$ cat src/rtl/sokoban_pkg.sv
// Shared definitions for the Sokoban game sequencer.
//   state_t      : 4-bit sequencer state encoding
//   CMD_*        : player command codes (3 is reserved and ignored)
//   SEL_*        : game-state register mux select codes
//   is_idle()    : states in which the sequencer waits on the player
package sokoban_pkg;

    typedef enum logic [3:0] {
        StReset   = 4'd0,
        StInit    = 4'd1,
        StWait    = 4'd2,
        StPause   = 4'd3,
        StOver    = 4'd4,
        StNext    = 4'd5,
        StEval    = 4'd6,
        StMove    = 4'd7,
        StRetract = 4'd8
    } state_t;

    localparam logic [1:0] CMD_MOVE  = 2'd0;
    localparam logic [1:0] CMD_RETRY = 2'd1;
    localparam logic [1:0] CMD_UNDO  = 2'd2;

    localparam logic [1:0] SEL_ROM  = 2'd0;
    localparam logic [1:0] SEL_MOVE = 2'd1;
    localparam logic [1:0] SEL_HIST = 2'd3;

    function automatic logic is_idle(input state_t st);
        return (st == StWait) || (st == StPause) || (st == StOver);
    endfunction

endpackage

$ cat src/rtl/sokoban_game_ctrl_p_if.sv
// Move-evaluation handshake between the game sequencer and the move engine.
//   eval_req  : 1-cycle pulse starting an evaluation (sequencer -> engine)
//   eval_done : 1-cycle pulse, evaluation finished   (engine -> sequencer)
//   eval_ok   : move is legal, valid with eval_done  (engine -> sequencer)
interface sokoban_game_ctrl_p_if;
    logic eval_req;
    logic eval_done;
    logic eval_ok;

    modport master (output eval_req, input eval_done, input eval_ok);
    modport slave  (input eval_req, output eval_done, output eval_ok);
endinterface

$ cat src/rtl/sokoban_sat_counter.sv
// Up/down counter that saturates at MAX and floors at zero.
//   clk, reset : clock, synchronous active-high reset (count -> 0)
//   clr        : synchronous clear, same effect as reset
//   inc, dec   : count up / down; both together hold the value
//   count      : current value
module sokoban_sat_counter #(
    parameter int unsigned WIDTH = 4,
    parameter int unsigned MAX   = 15
) (
    input  logic             clk,
    input  logic             reset,
    input  logic             clr,
    input  logic             inc,
    input  logic             dec,
    output logic [WIDTH-1:0] count
);

    localparam logic [WIDTH-1:0] MaxVal = WIDTH'(MAX);

    always_ff @(posedge clk) begin
        if (reset || clr) begin
            count <= '0;
        end else if (inc && !dec) begin
            if (count != MaxVal) count <= count + WIDTH'(1);
        end else if (dec && !inc) begin
            if (count != '0) count <= count - WIDTH'(1);
        end
    end

endmodule

$ cat src/rtl/sokoban_game_ctrl_p.sv
// Top-level Sokoban game sequencer.
//   clk, reset, restart_game : clock, sync active-high reset, sync restart (same effect)
//   confirm                  : player confirm pulse, advances past a cleared stage
//   cmd_valid, cmd, in_area  : player command (move/retry/undo) and cursor-in-board flag
//   box_map, dest_map        : board occupancy and destinations; equal means solved
//   eval_if (master)         : req/done handshake to the move-evaluation engine
//   state_load, load_sel     : game-state register enable and mux select
//   hist_push, hist_pop      : history buffer control
//   stage_idx, stage_up      : current stage and 1-cycle advance pulse
//   stage_clear, win         : stage solved (awaiting confirm) / game complete
//   step_count, undo_cnt     : steps on this stage, undos available
//   busy                     : sequencer not waiting on the player
module sokoban_game_ctrl_p
    import sokoban_pkg::*;
#(
    parameter int unsigned CELLS      = 64,
    parameter int unsigned NUM_STAGES = 4,
    parameter int unsigned STAGE_W    = 2,
    parameter int unsigned STEP_W     = 10,
    parameter int unsigned UNDO_DEPTH = 8,
    parameter int unsigned UNDO_W     = 4
) (
    input  logic               clk,
    input  logic               reset,
    input  logic               restart_game,
    input  logic               confirm,
    input  logic               cmd_valid,
    input  logic [1:0]         cmd,
    input  logic               in_area,
    input  logic [CELLS-1:0]   box_map,
    input  logic [CELLS-1:0]   dest_map,
    sokoban_game_ctrl_p_if.master eval_if,
    output logic               state_load,
    output logic [1:0]         load_sel,
    output logic [STAGE_W-1:0] stage_idx,
    output logic               stage_up,
    output logic               win,
    output logic               stage_clear,
    output logic [STEP_W-1:0]  step_count,
    output logic [UNDO_W-1:0]  undo_cnt,
    output logic               hist_push,
    output logic               hist_pop,
    output logic               busy
);

    localparam logic [STAGE_W-1:0] LastStage = STAGE_W'(NUM_STAGES - 1);

    state_t state_q, state_d;
    logic   eval_req_q;

    assign eval_if.eval_req = eval_req_q;

    always_comb begin
        state_d = state_q;
        case (state_q)
            StReset: state_d = StInit;
            StInit:  state_d = StWait;
            StWait: begin
                // A solved board wins over any command in the same cycle.
                if (box_map == dest_map) begin
                    state_d = (stage_idx == LastStage) ? StOver : StPause;
                end else if (cmd_valid) begin
                    if (cmd == CMD_RETRY) begin
                        state_d = StInit;
                    end else if (cmd == CMD_UNDO && undo_cnt != '0) begin
                        state_d = StRetract;
                    end else if (cmd == CMD_MOVE && in_area) begin
                        state_d = StEval;
                    end
                end
            end
            StEval: begin
                if (eval_if.eval_done) state_d = eval_if.eval_ok ? StMove : StWait;
            end
            StMove:    state_d = StWait;
            StRetract: state_d = StWait;
            StPause:   if (confirm) state_d = StNext;
            StNext:    state_d = StInit;
            StOver:    state_d = StOver;
            default:   state_d = StReset;
        endcase
        if (reset || restart_game) state_d = StReset;
    end

    // Outputs are registered alongside the state so each one is a pure
    // function of the state the sequencer is in during that cycle.
    always_ff @(posedge clk) begin
        state_q     <= state_d;
        eval_req_q  <= (state_q == StWait) && (state_d == StEval);
        state_load  <= (state_d == StReset) || (state_d == StInit) ||
                       (state_d == StMove) || (state_d == StRetract);
        load_sel    <= (state_d == StMove)    ? SEL_MOVE :
                       (state_d == StRetract) ? SEL_HIST : SEL_ROM;
        hist_push   <= (state_d == StMove);
        hist_pop    <= (state_d == StRetract);
        stage_up    <= (state_d == StNext);
        stage_clear <= (state_d == StPause);
        win         <= (state_d == StOver);
        busy        <= !is_idle(state_d);
        if (state_d == StReset) begin
            stage_idx <= '0;
        end else if (state_d == StNext) begin
            stage_idx <= stage_idx + STAGE_W'(1);
        end
    end

    // Counters act on the registered state, so MOVE/RETRACT results are
    // visible from the following WAIT cycle.
    logic cnt_rst, cnt_clr, cnt_inc, cnt_dec;

    assign cnt_rst = reset || restart_game;
    assign cnt_clr = (state_q == StInit) || (state_q == StReset);
    assign cnt_inc = (state_q == StMove);
    assign cnt_dec = (state_q == StRetract);

    sokoban_sat_counter #(
        .WIDTH (STEP_W),
        .MAX   ((2 ** STEP_W) - 1)
    ) u_step_cnt (
        .clk   (clk),
        .reset (cnt_rst),
        .clr   (cnt_clr),
        .inc   (cnt_inc),
        .dec   (cnt_dec),
        .count (step_count)
    );

    // Saturating at UNDO_DEPTH mirrors the history ring overwriting its oldest entry.
    sokoban_sat_counter #(
        .WIDTH (UNDO_W),
        .MAX   (UNDO_DEPTH)
    ) u_undo_cnt (
        .clk   (clk),
        .reset (cnt_rst),
        .clr   (cnt_clr),
        .inc   (cnt_inc),
        .dec   (cnt_dec),
        .count (undo_cnt)
    );

endmodule

$ cat src/flat_wrapper.sv
// flat-port wrapper written by rule: the top's interface ports become plain ports
module sokoban_game_ctrl_p_flat import sokoban_pkg::*;
#(
    parameter int unsigned CELLS      = 64,
    parameter int unsigned NUM_STAGES = 4,
    parameter int unsigned STAGE_W    = 2,
    parameter int unsigned STEP_W     = 10,
    parameter int unsigned UNDO_DEPTH = 8,
    parameter int unsigned UNDO_W     = 4
)
  (clk, reset, restart_game, confirm, cmd_valid, cmd, in_area, box_map, dest_map, state_load, load_sel, stage_idx, stage_up, win, stage_clear, step_count, undo_cnt, hist_push, hist_pop, busy, eval_if_eval_req, eval_if_eval_done, eval_if_eval_ok);
  sokoban_game_ctrl_p_if eval_if_i ();
  input  logic clk;
  input  logic reset;
  input  logic restart_game;
  input  logic confirm;
  input  logic cmd_valid;
  input  logic [1:0] cmd;
  input  logic in_area;
  input  logic [CELLS-1:0] box_map;
  input  logic [CELLS-1:0] dest_map;
  output logic state_load;
  output logic [1:0] load_sel;
  output logic [STAGE_W-1:0] stage_idx;
  output logic stage_up;
  output logic win;
  output logic stage_clear;
  output logic [STEP_W-1:0] step_count;
  output logic [UNDO_W-1:0] undo_cnt;
  output logic hist_push;
  output logic hist_pop;
  output logic busy;
  output wire logic [$bits(eval_if_i.eval_req)-1:0] eval_if_eval_req;
  input wire logic [$bits(eval_if_i.eval_done)-1:0] eval_if_eval_done;
  input wire logic [$bits(eval_if_i.eval_ok)-1:0] eval_if_eval_ok;
  assign eval_if_eval_req = eval_if_i.eval_req;
  assign eval_if_i.eval_done = eval_if_eval_done;
  assign eval_if_i.eval_ok = eval_if_eval_ok;
  sokoban_game_ctrl_p #(.CELLS(CELLS), .NUM_STAGES(NUM_STAGES), .STAGE_W(STAGE_W), .STEP_W(STEP_W), .UNDO_DEPTH(UNDO_DEPTH), .UNDO_W(UNDO_W)) u_core (.clk(clk), .reset(reset), .restart_game(restart_game), .confirm(confirm), .cmd_valid(cmd_valid), .cmd(cmd), .in_area(in_area), .box_map(box_map), .dest_map(dest_map), .eval_if(eval_if_i), .state_load(state_load), .load_sel(load_sel), .stage_idx(stage_idx), .stage_up(stage_up), .win(win), .stage_clear(stage_clear), .step_count(step_count), .undo_cnt(undo_cnt), .hist_push(hist_push), .hist_pop(hist_pop), .busy(busy));
endmodule
$ cat config.mk
export PLATFORM = sky130hd
export DESIGN_NAME = sokoban_game_ctrl_p_flat
export DESIGN_NICKNAME = d
export VERILOG_FILES = /design/src/rtl/sokoban_pkg.sv /design/src/rtl/sokoban_game_ctrl_p_if.sv /design/src/rtl/sokoban_sat_counter.sv /design/src/rtl/sokoban_game_ctrl_p.sv /design/src/flat_wrapper.sv
export SDC_FILE = /design/constraint.sdc
export NUM_CORES = 1
export LEC_CHECK = 0
export BUFFER_PORTS_ARGS = -buffer_cell sky130_fd_sc_hd__buf_2
export CAP_MARGIN = 20
export CELL_PAD_IN_SITES_DETAIL_PLACEMENT = 0
export CELL_PAD_IN_SITES_GLOBAL_PLACEMENT = 2
export CORE_MARGIN = 3
export CORE_UTILIZATION = 25
export CTS_CLUSTER_DIAMETER = 100
export DETAILED_ROUTE_END_ITERATION = 12
export PLACE_DENSITY_LB_ADDON = 0.1
export SLEW_MARGIN = 30
export SYNTH_ARGS = -nofsm -noshare
export SYNTH_HDL_FRONTEND = slang
export SYNTH_SLANG_ARGS = --single-unit
$ cat constraint.sdc
create_clock -name clk -period 9.8 [get_ports clk]
set_input_delay 1.96 -clock clk [delete_from_list [all_inputs] [get_ports clk]]
set_output_delay 1.96 -clock clk [all_outputs]
set_load 0.01 [all_outputs]
==> impl_summary.txt <==
----------------------------------------------------
[Outcome]
  Result of the run ... finished, final reports clean

[Setup path]
  Data arrival time at the worst-slack endpoint ... 4190 ps
  Critical Path Sink Type ... register
  Kind of critical path ... input pin to register
  CP Cell Sequence ... buf_2 > xnor2_1 > nand4_1 > nor4_2 > nand4_2 > mux2i_1 > a221oi_2 > nand3_4 > mux2_4
  Required time of the worst setup path ... 9970 ps
  Slowest stage cell on the critical path ... a221oi_2
  Peak fanout along the critical path ... 7
  Critical Path Max Stage Delay ... 570 ps
  Critical path launch point type ... input pin

[STA]
  Worst Tran Pin Value ... 743 ps
  Shortest clock period the worst path allows after layout ... 4020 ps
  Slew margin rel. ... 50.5%
  Upper clock frequency limit ... 249 MHz
  Crit share post-route ... 41.0%
  Post-route worst setup slack ... 5780 ps
  Hold violation count in the final report ... 0
  Number of setup violations in the final report ... 0
  Max Slew Vio Count ... 0
  RSZ-0062 raised after global routing ... no
  Fin Clk Skew ... 7.17 ps
  Setup TNS ... 0 ps

[Final layout]
  Total number of nets in the final design ... 617
  Layout cell share with drive strength beyond 1 ... 41.8%
  Count of non-filler cells in the finished layout ... 600
  Layout overhead on the synthesized area ... 39.8%

[Route]
  Detail-routed via count per cell ... 4.47
  DRT iter0 DRCs ... 74
  Antenna Nets Post-Route ... 0
  Number of iterations in the first detailed-routing pass ... 4
  Drc violations ... 0
  Mean routed wirelength per cell ... 14.4 um
  Routed vias ... 2680
  Total Wirelength ... 8640 um

[Clock network]
  Number of setup buffers added after CTS ... 0
  Insertion delay to the later sink of the worst-skew pair ... 280 ps
  TritonCTS clock tree ... yes
  Clock transition at the registers of the reported paths ... 70 ps
  Post-CTS Hold Buffers ... 0
  PostCTS Resize Cnt ... 0
  Deepest clock path buffer count ... 2
  Num Clock Sinks ... 30
  Cts bufs inserted ... 5
  Root buf cell ... clkbuf_8
  H-tree level count ... 2

[Synthesis]
  Post-Syn Nets ... 454
  Number of enable-type register cells in the synthesized netlist ... 0
  Proportion of register bits with asynchronous set or reset after synthesis ... 0%
  Per-instance average area after synthesis ... 8.63 um2
  Sequential cell area fraction in the yosys report ... 23.0%
  Yosys warning total ... 0
  Top post-synthesis cells by count ... xnor2_1, dfxtp_1, nor2_1
  Number of library cell types mapped by synthesis ... 63
  Share of the synthesized area in the top cell type ... 24.2%
  Synth Cell Area ... 0.00261 mm2
  Cell count after synthesis ... 302
  Top cells by area, synth ... xnor2_1, dfxtp_1, ha_1
  Most frequently used cell type in the post-synthesis netlist ... xnor2_1
  Biggest area consumer among synthesized cells ... xnor2_1
  Primary FF master, synth ... dfxtp_1
  Seq cells post-synth ... 30

[Die]
  Area of the core region ... 0.00995 mm2
  Number of rows in the core area ... 36
  Number of primary I/O pins ... 164
  Initial Util ... 26.2%
  Die extent in y ... 108 um
  Area enclosed by the die boundary ... 0.0117 mm2
  Chip width ... 108 um

[Place]
  Detailed placer's ending HPWL ... 7410 um
  IO buf count ... 163
  Final Wtd Congestion ... 0.839
  Worst setup slack after placement ... 5410 ps
  Instance count after placement with tap cells included ... 591

[Global routing]
  Initial antenna violation count ... 1
  Via count of the first global-routing pass ... 2708
  Grt ovf ... 0
  GRT Util Overall ... 14.6%
  Wire length of the first global-routing pass ... 13300 um
  Largest net degree at the start of global routing ... 21

[Pwr]
  Pwr per Cell Area ... 81.8 mW/mm2
  Worst vdd ir ... 0.0396 mV
  LEAKAGE ... 0.00168 uW

[Min path]
  Hold Path Class ... register to register

[Run]
  Max-Cap Viols ... 0

----------------------------------------------------
==> routing by layer <==
| layer | vias to the layer above | part of all wire [%] | GRT usage, % |
|---|---|---|---|
| met5 | - | 0 | 0 |
| met4 | 0 | 1.9 | 3.52 |
| met3 | 14 | 4.4 | 2.69 |
| met2 | 62 | 56 | 28.6 |
| met1 | 1209 | 38 | 16.0 |
| li1 | 1395 | - | - |
==> layout make-up <==
| cell class | count | area (um2) |
|---|---|---|
| inverter | 15 | 61.3 |
| timing repair buffer | 164 | 823 |
| sequential | 30 | 601 |
| antenna | 1 | 2.50 |
| clock inverter | 1 | 5.00 |
| clock buffer | 7 | 86.3 |
| multi-input combinational | 249 | 1900 |
| tap | 133 | 166 |
| fill | 1076 | 6310 |
==> state kept, by name (all words and copies together), names as in the netlist <==
register	count
u_core.busy	1
u_core.eval_if.eval_req	1
u_core.hist_pop	1
u_core.hist_push	1
u_core.load_sel	2
u_core.stage_clear	1
u_core.stage_idx	2
u_core.stage_up	1
u_core.state_load	1
u_core.state_q	4
u_core.u_step_cnt.count	10
u_core.u_undo_cnt.count	4
u_core.win	1
==> metrics by stage <==
step	util (%)	hold WS (ps)	instance area [um2]	power [uW]
4_1_cts	36.6	523	3640	303
5_1_grt	36.6	566	3650	314
2_1_floorplan	-	519	2610	161
3_5_place_dp	35.7	515	3550	198
3_3_place_gp	35.7	511	3550	198
6_report	36.6	520	3650	298
==> worst max-delay path, delay by kind of cell <==
kind | cells | cell delay, ps
mux | 2 | 500
compound gates | 1 | 570
xor+xnor | 1 | 160
simple gates | 4 | 890
buf+inv | 1 | 100
==> path summary, 6_finish.rpt <==
check,endpoint,cells after the start,slack [ps],from
worst max register to register,u_core.u_step_cnt.count[9],13,6100,u_core.state_q[1]
worst max-delay path,u_core.stage_idx[1],9,5780,dest_map[24]
worst min-delay path,u_core.u_step_cnt.count[8],2,520,u_core.u_step_cnt.count[8]
worst min register to register,u_core.u_step_cnt.count[8],2,520,u_core.u_step_cnt.count[8]
==> cells in the final DEF (no fill, tap or decap), types with 2 or more instances in the layout <==
cell | Yosys | final
and2_1 | 2 | 2
nor4_1 | 3 | 3
nand2_1 | 13 | 13
nor3b_1 | 2 | 2
dfxtp_1 | 30 | 30
a31o_1 | 2 | 2
and3_1 | 4 | 4
ha_1 | 12 | 12
nand4_1 | 19 | 19
xor2_1 | 5 | 5
nor2_1 | 23 | 23
buf_2 | 4 | 163
mux2i_1 | 5 | 5
nand3_1 | 5 | 5
nor4_2 | 4 | 4
inv_1 | 10 | 10
a21oi_1 | 18 | 18
o21ai_1 | 2 | 2
xnor2_1 | 72 | 72
o21ai_0 | 2 | 2
nor3_1 | 7 | 7
inv_2 | 3 | 3
o21bai_1 | 3 | 3
fa_1 | 2 | 2
o31ai_2 | 1 | 2
nor2b_1 | 3 | 3
a21o_1 | 4 | 4
clkbuf_8 | 0 | 6
a31oi_1 | 3 | 3
nand2b_1 | 2 | 2
==> cells by family (layout without fill, tap and decap cells) <==
family / Yosys count / count (layout) / share of synthesized area, %
adder cells (fa/ha/maj): 14 / 14 / 7.29
AO/OA/AOI/OAI: 52 / 52 / 13.9
multiplexers: 6 / 6 / 2.50
other: 0 / 1 / 0
buffers and inverters: 23 / 187 / 4.27
AND/OR/NAND/NOR: 100 / 100 / 23.1
flip-flops: 30 / 30 / 23.0
XOR/XNOR: 77 / 77 / 25.9
==> power breakdown <==
part	switching [uW]	total, uW	leakage, uW	internal (uW)
sequential	1.61	124	0.000242	123
combinational	28.4	70.7	0.00139	42.3
clock	46.6	103	0.0000482	56.6
total	76.6	298	0.00168	222
No activity file was read; power rests on OpenSTA's default activity.
